## config.mk

```make
export PLATFORM = sky130hd
export DESIGN_NAME = pipe_ctrl
export DESIGN_NICKNAME = d
export VERILOG_FILES = /design/src/rtl/pipe_ctrl.sv
export SDC_FILE = /design/constraint.sdc
export NUM_CORES = 1
export LEC_CHECK = 0
export ABC_AREA = 1
export CAP_MARGIN = 20
export CORE_AREA = 2 2 109 111
export CTS_CLUSTER_DIAMETER = 50
export CTS_CLUSTER_SIZE = 8
export DETAILED_ROUTE_END_ITERATION = 10
export DIE_AREA = 0 0 111 113
export PLACE_DENSITY_LB_ADDON = 0.15
export SLEW_MARGIN = 20
export SYNTH_ARGS = -nofsm -noshare
export SYNTH_HDL_FRONTEND = slang
export SYNTH_SLANG_ARGS = --single-unit
```

## constraint.sdc

```tcl
create_clock -name clk_i -period 2 [get_ports clk_i]
set_input_delay 0.5 -clock clk_i [delete_from_list [all_inputs] [get_ports clk_i]]
set_output_delay 0.5 -clock clk_i [all_outputs]
set_load 0.01 [all_outputs]
```

## src/rtl/pipe_ctrl.sv

```systemverilog
// Pipeline hazard and trap controller: stall/flush generation, jump redirect,
// and a small sequencer that performs the CSR writes for ecall, timer irq and mret.
module pipe_ctrl #(
  parameter logic [31:0] ECALL_CAUSE = 32'd11,
  parameter logic [31:0] IRQ_CAUSE   = 32'h8000_0007
) (
  input  logic        clk_i,
  input  logic        rst_i,
  input  logic        stallreq_id_i,
  input  logic        stallreq_exe_i,
  input  logic        jump_req_i,
  input  logic [31:0] jump_addr_i,
  input  logic [31:0] exception_i,
  input  logic [31:0] inst_addr_i,
  input  logic        irq_i,
  input  logic [31:0] csr_mtvec_i,
  input  logic [31:0] csr_mepc_i,
  input  logic [31:0] csr_mstatus_i,
  output logic [4:0]  stall_o,
  output logic        flush_o,
  output logic        redirect_o,
  output logic [31:0] redirect_addr_o,
  output logic        csr_we_o,
  output logic [11:0] csr_waddr_o,
  output logic [31:0] csr_wdata_o,
  output logic        busy_o
);

  // state    | meaning
  // IDLE     | normal flow; jumps redirect, traps may be accepted
  // W_MEPC   | write mepc with the trapping PC
  // W_MCAUSE | write mcause
  // W_MSTAT  | write mstatus on trap entry (MPIE<=MIE, MIE<=0, MPP<=M)
  // M_MSTAT  | write mstatus on mret (MIE<=MPIE, MPIE<=1)
  // REDIR    | redirect PC to mtvec (trap) or mepc (mret)
  typedef enum logic [2:0] {
    IDLE, W_MEPC, W_MCAUSE, W_MSTAT, M_MSTAT, REDIR
  } state_t;

  state_t      state, state_nxt;
  logic [31:0] pc_q, cause_q;
  logic        mret_q;

  logic is_mret, is_ecall, take_irq, accept;

  assign is_mret  = exception_i[0];
  assign is_ecall = exception_i[1];
  assign take_irq = irq_i & csr_mstatus_i[3];
  assign accept   = (state == IDLE) & ~jump_req_i & ~stallreq_exe_i &
                    (is_mret | is_ecall | take_irq);

  logic unused_bits;
  assign unused_bits = ^{exception_i[31:2], csr_mtvec_i[1:0], csr_mepc_i[1:0]};

  always_ff @(posedge clk_i) begin
    if (rst_i) begin
      state   <= IDLE;
      pc_q    <= '0;
      cause_q <= '0;
      mret_q  <= 1'b0;
    end else begin
      state <= state_nxt;
      if (accept) begin
        pc_q    <= inst_addr_i;
        cause_q <= is_ecall ? ECALL_CAUSE : IRQ_CAUSE;
        mret_q  <= is_mret;
      end
    end
  end

  always_comb begin
    state_nxt = state;
    case (state)
      IDLE:     if (accept) state_nxt = is_mret ? M_MSTAT : W_MEPC;
      W_MEPC:   state_nxt = W_MCAUSE;
      W_MCAUSE: state_nxt = W_MSTAT;
      W_MSTAT:  state_nxt = REDIR;
      M_MSTAT:  state_nxt = REDIR;
      REDIR:    state_nxt = IDLE;
      default:  state_nxt = IDLE;
    endcase
  end

  logic [31:0] mstat_trap, mstat_mret;

  always_comb begin
    mstat_trap        = csr_mstatus_i;
    mstat_trap[7]     = csr_mstatus_i[3];
    mstat_trap[3]     = 1'b0;
    mstat_trap[12:11] = 2'b11;
    mstat_mret        = csr_mstatus_i;
    mstat_mret[3]     = csr_mstatus_i[7];
    mstat_mret[7]     = 1'b1;
  end

  always_comb begin
    stall_o         = 5'b00000;
    flush_o         = 1'b0;
    redirect_o      = 1'b0;
    redirect_addr_o = '0;
    csr_we_o        = 1'b0;
    csr_waddr_o     = '0;
    csr_wdata_o     = '0;
    busy_o          = 1'b0;
    if (!rst_i) begin
      busy_o = (state != IDLE);
      // An accepted trap takes over the ID stall: the stalled instruction is flushed.
      if (busy_o)                          stall_o = 5'b00001;
      else if (stallreq_exe_i)             stall_o = 5'b01111;
      else if (stallreq_id_i && !accept)   stall_o = 5'b00111;
      case (state)
        IDLE: begin
          if (jump_req_i) begin
            redirect_o      = 1'b1;
            redirect_addr_o = jump_addr_i;
            flush_o         = 1'b1;
          end else if (accept) begin
            flush_o = 1'b1;
          end
        end
        W_MEPC: begin
          flush_o     = 1'b1;
          csr_we_o    = 1'b1;
          csr_waddr_o = 12'h341;
          csr_wdata_o = pc_q;
        end
        W_MCAUSE: begin
          flush_o     = 1'b1;
          csr_we_o    = 1'b1;
          csr_waddr_o = 12'h342;
          csr_wdata_o = cause_q;
        end
        W_MSTAT: begin
          flush_o     = 1'b1;
          csr_we_o    = 1'b1;
          csr_waddr_o = 12'h300;
          csr_wdata_o = mstat_trap;
        end
        M_MSTAT: begin
          flush_o     = 1'b1;
          csr_we_o    = 1'b1;
          csr_waddr_o = 12'h300;
          csr_wdata_o = mstat_mret;
        end
        REDIR: begin
          flush_o         = 1'b1;
          redirect_o      = 1'b1;
          redirect_addr_o = mret_q ? {csr_mepc_i[31:2], 2'b00}
                                   : {csr_mtvec_i[31:2], 2'b00};
        end
        default: flush_o = 1'b1;
      endcase
    end
  end

endmodule

```

# == After elaboration in Yosys (flattened, before gate mapping) ==
# Index checks and enable logic that the tools add are counted.
# totals
ff_bits,68
input_bits,198
output_inout_bits,85
wordCells,50
# op_classes
eq_ne,6
n_mux,26
bitwise_logic,8
n_reduce_logical,6
# ops
op,count
32-bit two-way mux,5
32-bit case mux with 4 select lines,1
32-bit case mux with 2 select lines,1
10-bit case mux with 3 select lines,1
4-bit two-way mux,3
3-bit case mux with 4 select lines,1
10-bit two-way mux,1
1-bit two-way mux,9
3-bit two-way mux,3
3-bit by 2-bit equality test with 1-bit output (second input constant),2
3-bit equality test (second input constant),2
1-bit bitwise AND,4
4-bit OR reduction,1
3-bit by 1-bit equality test with 1-bit output (second input constant),1
3-bit logical NOT,1
3-bit nonzero test,1
2-bit != test (second input constant),1
1-bit NOT,2
1-bit bitwise OR,2
1-bit case mux with 2 select lines,1
2-bit OR reduction,1
1-bit logical AND,1
1-bit logical NOT,1

# == Logic depth before layout (Yosys ltp) ==
# logic_depth
depth_word,10
ltp_mapped,8
depth_no_buf,7

# == Least setup slack after synthesis ==
# Ideal clock, no wire load.
# synth_path
path_type,input port to output port
startpoint,in jump_req_i
endpoint,out stall_o[0]
arrival_ns,1.333
required_ns,1.500
path_slack_ns,0.167
cell_stages,6
n_path_buf,3
cell_sequence,clkbuf_1 -> nand3b_4 -> nor2_4 -> buf_6 -> buf_6 -> a21oi_1
# synth_between
elab_chain_cells,10
# synth_rtl
item,line_no,source
from (decl),11,"input logic jump_req_i,"
1-bit NOT,49,assign accept = (state == IDLE) & ~jump_req_i & ~stallreq_exe_i &
1-bit bitwise AND (3 in series),49,
1-bit logical NOT,110,else if (stallreq_id_i && !accept) stall_o = 5'b00111;
1-bit logical AND,110,
3-bit two-way mux,110,
4-bit two-way mux,109,else if (stallreq_exe_i) stall_o = 5'b01111;
4-bit two-way mux,108,if (busy_o) stall_o = 5'b00001;
4-bit two-way mux,105,if (!rst_i) begin
to (decl),19,"output logic [4:0] stall_o,"
# No other way between the ends.

# == Worst setup path in the final report ==
# layout_path
startpoint,reg state[0]
endpoint,out redirect_addr_o[12]
# layout_between
elab_chain_cells,3
elab_cells_between_ends,4
classes_between,eq/ne: 1; mux: 2; reduce/logical: 1
# layout_rtl
item,line_no,source
from (decl),40,"state_t state, state_nxt;"
from (signal assigned),62,state <= state_nxt;
3-bit equality test / 3-bit logical NOT (equally long branches),111,case (state)
32-bit case mux with 2 select lines *,111,
32-bit two-way mux *,105,
to (decl),22,"output logic [31:0] redirect_addr_o,"
# Every way passes the cells marked *; elsewhere a longest branch is shown, timed or not.

==> impl_metrics.json <==
{
  "met2_track_demand_over_resource_pct": 38.73,
  "worstHoldPathType": "reg -> reg",
  "max_freq_mhz": 469.8,
  "drc_errors": 0,
  "place_worst_setup_slack_ns": -0.6540,
  "syn_inst": 583,
  "via_count": 4587,
  "core_area_sq_um": 11270,
  "number_of_buffers_inserted_by_hold_repair_at_cts": 0,
  "post-route-min-period_ns": 2.128,
  "fin_crit_sh_pct": 106.4,
  "max_cap_viol_count": 0,
  "buffers_added_on_ports": 240,
  "run_status": "finished with violations",
  "final_hold_viol_count": 0,
  "ir_drop_worst_case_vdd_mv": 0.4451,
  "grt-busiest-layer": "met2",
  "synth_area_per_cell_sq_um": 5.468,
  "postPlaceCellArea_sq_um": 5879,
  "drv_slew": 0,
  "cts_made_buffers": 5,
  "grt_setup_unrepaired": "true",
  "fp.dieArea_sq_um": 12540,
  "initial_core_util_pct": 28.28,
  "synth-compound-area-share_pct": 18.37,
  "post_route_cells_drive_above_1_share_pct": 28.07,
  "cts_root_buffer": "sky130_fd_sc_hd__clkbuf_16",
  "most_instantiated_library_cell_after_synthesis": "sky130_fd_sc_hd__nand2_1",
  "num-nets-final": 1059,
  "post_synth_instance_area_sq_um": 3188,
  "portion_of_the_post_synthesis_area_used_by_sequential_elements_pct": 24.49,
  "place.gp.congestion": 0.8511,
  "startpoint": "state[0]",
  "violations_in_the_final_reports": "setup timing",
  "dominantRegCellSynth": "sky130_fd_sc_hd__dfxtp_1",
  "grt_overflow_total": 0,
  "grt_pass1_vias": 4463,
  "synthXorXnorAreaFrac_pct": 0,
  "grt_usage_pct": 21.05,
  "clock_skew_ns": 0.008048,
  "post_synth_and_or_nand_nor_area_fraction_pct": 39.09,
  "finalSetupViolCount": 48,
  "synth_largest_area_cell": "sky130_fd_sc_hd__dfxtp_1",
  "grt_start_max_net_pins": 69,
  "floorplan.io_pins": 283,
  "cts-htree-levels": 2,
  "ys_top_cells_by_area": "sky130_fd_sc_hd__dfxtp_1 (24%), sky130_fd_sc_hd__nand2_1 (19%), sky130_fd_sc_hd__nor2_1 (13%), sky130_fd_sc_hd__inv_1 (8.7%), sky130_fd_sc_hd__a21oi_1 (7.7%)",
  "totalWireLength_um": 14130,
  "grt_util_met1_pct": 24.92,
  "drt-wirelength-per-cell_um": 14.03,
  "clkSlewWorstSetupHoldPaths_ns": 0.05,
  "worstPathArrival_ns": 1.63,
  "drtAntennaViolNets": 0,
  "cts.sink_count": 39,
  "clock_tree_from_tritoncts": "done",
  "ctsLongestPathBuffers": 2,
  "area_fraction_of_the_dominant_cell_type_after_synthesis_pct": 24.49,
  "synth_async_sr_flop_share_pct": 0,
  "avgViaCountPerCell": 4.555,
  "finish.instance_area_sq_um": 6549,
  "critPathCaptureType": "primary output",
  "register_bit_total_from_synthesis": 39,
  "drtIter0Drc": 204,
  "leakage_power_nw": 3.074,
  "floorplan.rows": 39,
  "grt_antenna_before_repair": 2,
  "worst_setup_sp_type": "flop",
  "clk-insertion-delay-late_ns": 0.28,
  "critical_path_peak_fanout": 9,
  "worst_hold_startpoint": "cause_q[1]",
  "place.detailed.hpwl_um": 10070,
  "power_density_nw_per_um2": 672.8,
  "synth_fa_ha_area_share_pct": 0,
  "worst-setup-path-type": "reg -> out",
  "grt_pass1_wl_um": 22030,
  "timing.critical_path.required_ns": 1.50,
  "dieWidth_um": 111,
  "syn2layout_area_growth_pct": 105.4,
  "grt.met3_usage_pct": 4.285,
  "synth_edf_count": 0,
  "die-height_um": 113,
  "worstReg2RegStart": "state[0]",
  "synth_mux_area_share_pct": 0,
  "synth_top_cells_by_count": "sky130_fd_sc_hd__nand2_1 (160), sky130_fd_sc_hd__nor2_1 (111), sky130_fd_sc_hd__inv_1 (74), sky130_fd_sc_hd__a21oi_1 (49), sky130_fd_sc_hd__dfxtp_1 (39)",
  "setup_slack_ns": -0.1284,
  "synthDistinctLibCells": 20,
  "yosys_warnings": 0,
  "dr.pass1.iters": 5,
  "largest_family_of_logic_cells_by_synthesized_area": "simple AND/OR/NAND/NOR gates",
  "setup-tns-final_ns": -2.802
}
-- layout make-up --
cell class	count	area [sq um]
diodes	2	5.005
repair buffers	315	2944
inverters	77	299.0
fillers	1109	4723
clock inverters	1	8.758
flip-flops and latches	39	795.8
well taps	143	178.9
multi-input cells	423	2175
clock buffers	7	142.6
-- worst max-delay path: stages (launching register included) --
cell and delay [ns]:
sky130_fd_sc_hd__dfxtp_4 0.36, sky130_fd_sc_hd__nor2_4 0.17, sky130_fd_sc_hd__nand2_4 0.09, sky130_fd_sc_hd__clkinv_4 0.09
sky130_fd_sc_hd__buf_12 0.10, sky130_fd_sc_hd__buf_12 0.11, sky130_fd_sc_hd__nand3_1 0.08, sky130_fd_sc_hd__a21oi_2 0.18
sky130_fd_sc_hd__buf_2 0.17
-- per-stage QoR --
stage | total power, mW | util, % | std cells | hold WS (ns)
floorplan | 1.951 | - | 590 | 0.4395
global placement | 2.971 | 52.16 | 961 | 0.4484
detailed placement | 2.992 | 52.16 | 961 | 0.4563
CTS | 3.984 | 55.93 | 989 | 0.4717
global route | 4.688 | 58.10 | 1007 | 0.5069
finish | 4.406 | 58.10 | 1007 | 0.4682
-- placed cells by master, fill, tap and decap left out, drive strengths merged --
cell type,instances
nand3,32
nor2,114
diode,2
clkdlybuf4s50,155
buf,143
nor3b,2
nand2,160
nand3b,1
conb,8
a22oi,24
clkdlybuf4s15,6
dlygate4sd2,6
clkinv,2
dfxtp,39
a21oi,49
nor3,1
inv,76
clkbuf,12
o21ai,32
-- flip-flops by register name (all words and copies together) (netlist names) --
| name | flops |
|---|---|
| state | 3 |
| cause_q | 3 |
| pc_q | 32 |
| mret_q | 1 |
-- metal layers --
| metal | part of all wire, % | vias to the layer above |
|---|---|---|
| met2 | 51 | 168 |
| met1 | 40 | 2043 |
| met3 | 6.4 | 20 |
| met4 | 2.0 | 0 |
| li1 | - | 2356 |
| met5 | 0 | - |
-- report_power, final --
group / internal [mW] / total (mW) / switching, mW
Combinational: 1.41 / 2.63 / 1.22
Sequential: 0.894 / 0.977 / 0.0834
Clock: 0.498 / 0.803 / 0.305
Total: 2.80 / 4.41 / 1.61
-- kinds of logic after synthesis --
kind of cell,after synthesis
DFF,39
and+or+nand+nor,310
other,1
buffers and inverters,128
AOI/OAI and AO/OA,105
-- repair_timing --
| item | in CTS | in global routing |
|---|---|---|
| setup endpoints to repair | 80 | 75 |
| cloned | 5 | 3 |
| hold endpoints to repair | 0 | 0 |
| setup buffers | 15 | 14 |
| pin swaps | 18 | 23 |
| resized for setup | 367 | 92 |
-- path summary, 6_finish.rpt --
path	endpoint	slack [ns]	cells after the start
setup / recovery	redirect_addr_o[12]	-0.13	8
hold / removal	cause_q[1]	0.47	2
setup reg to reg	pc_q[0]	0.22	10
hold reg to reg	cause_q[1]	0.47	2
Power figures use the tool's default switching activity.
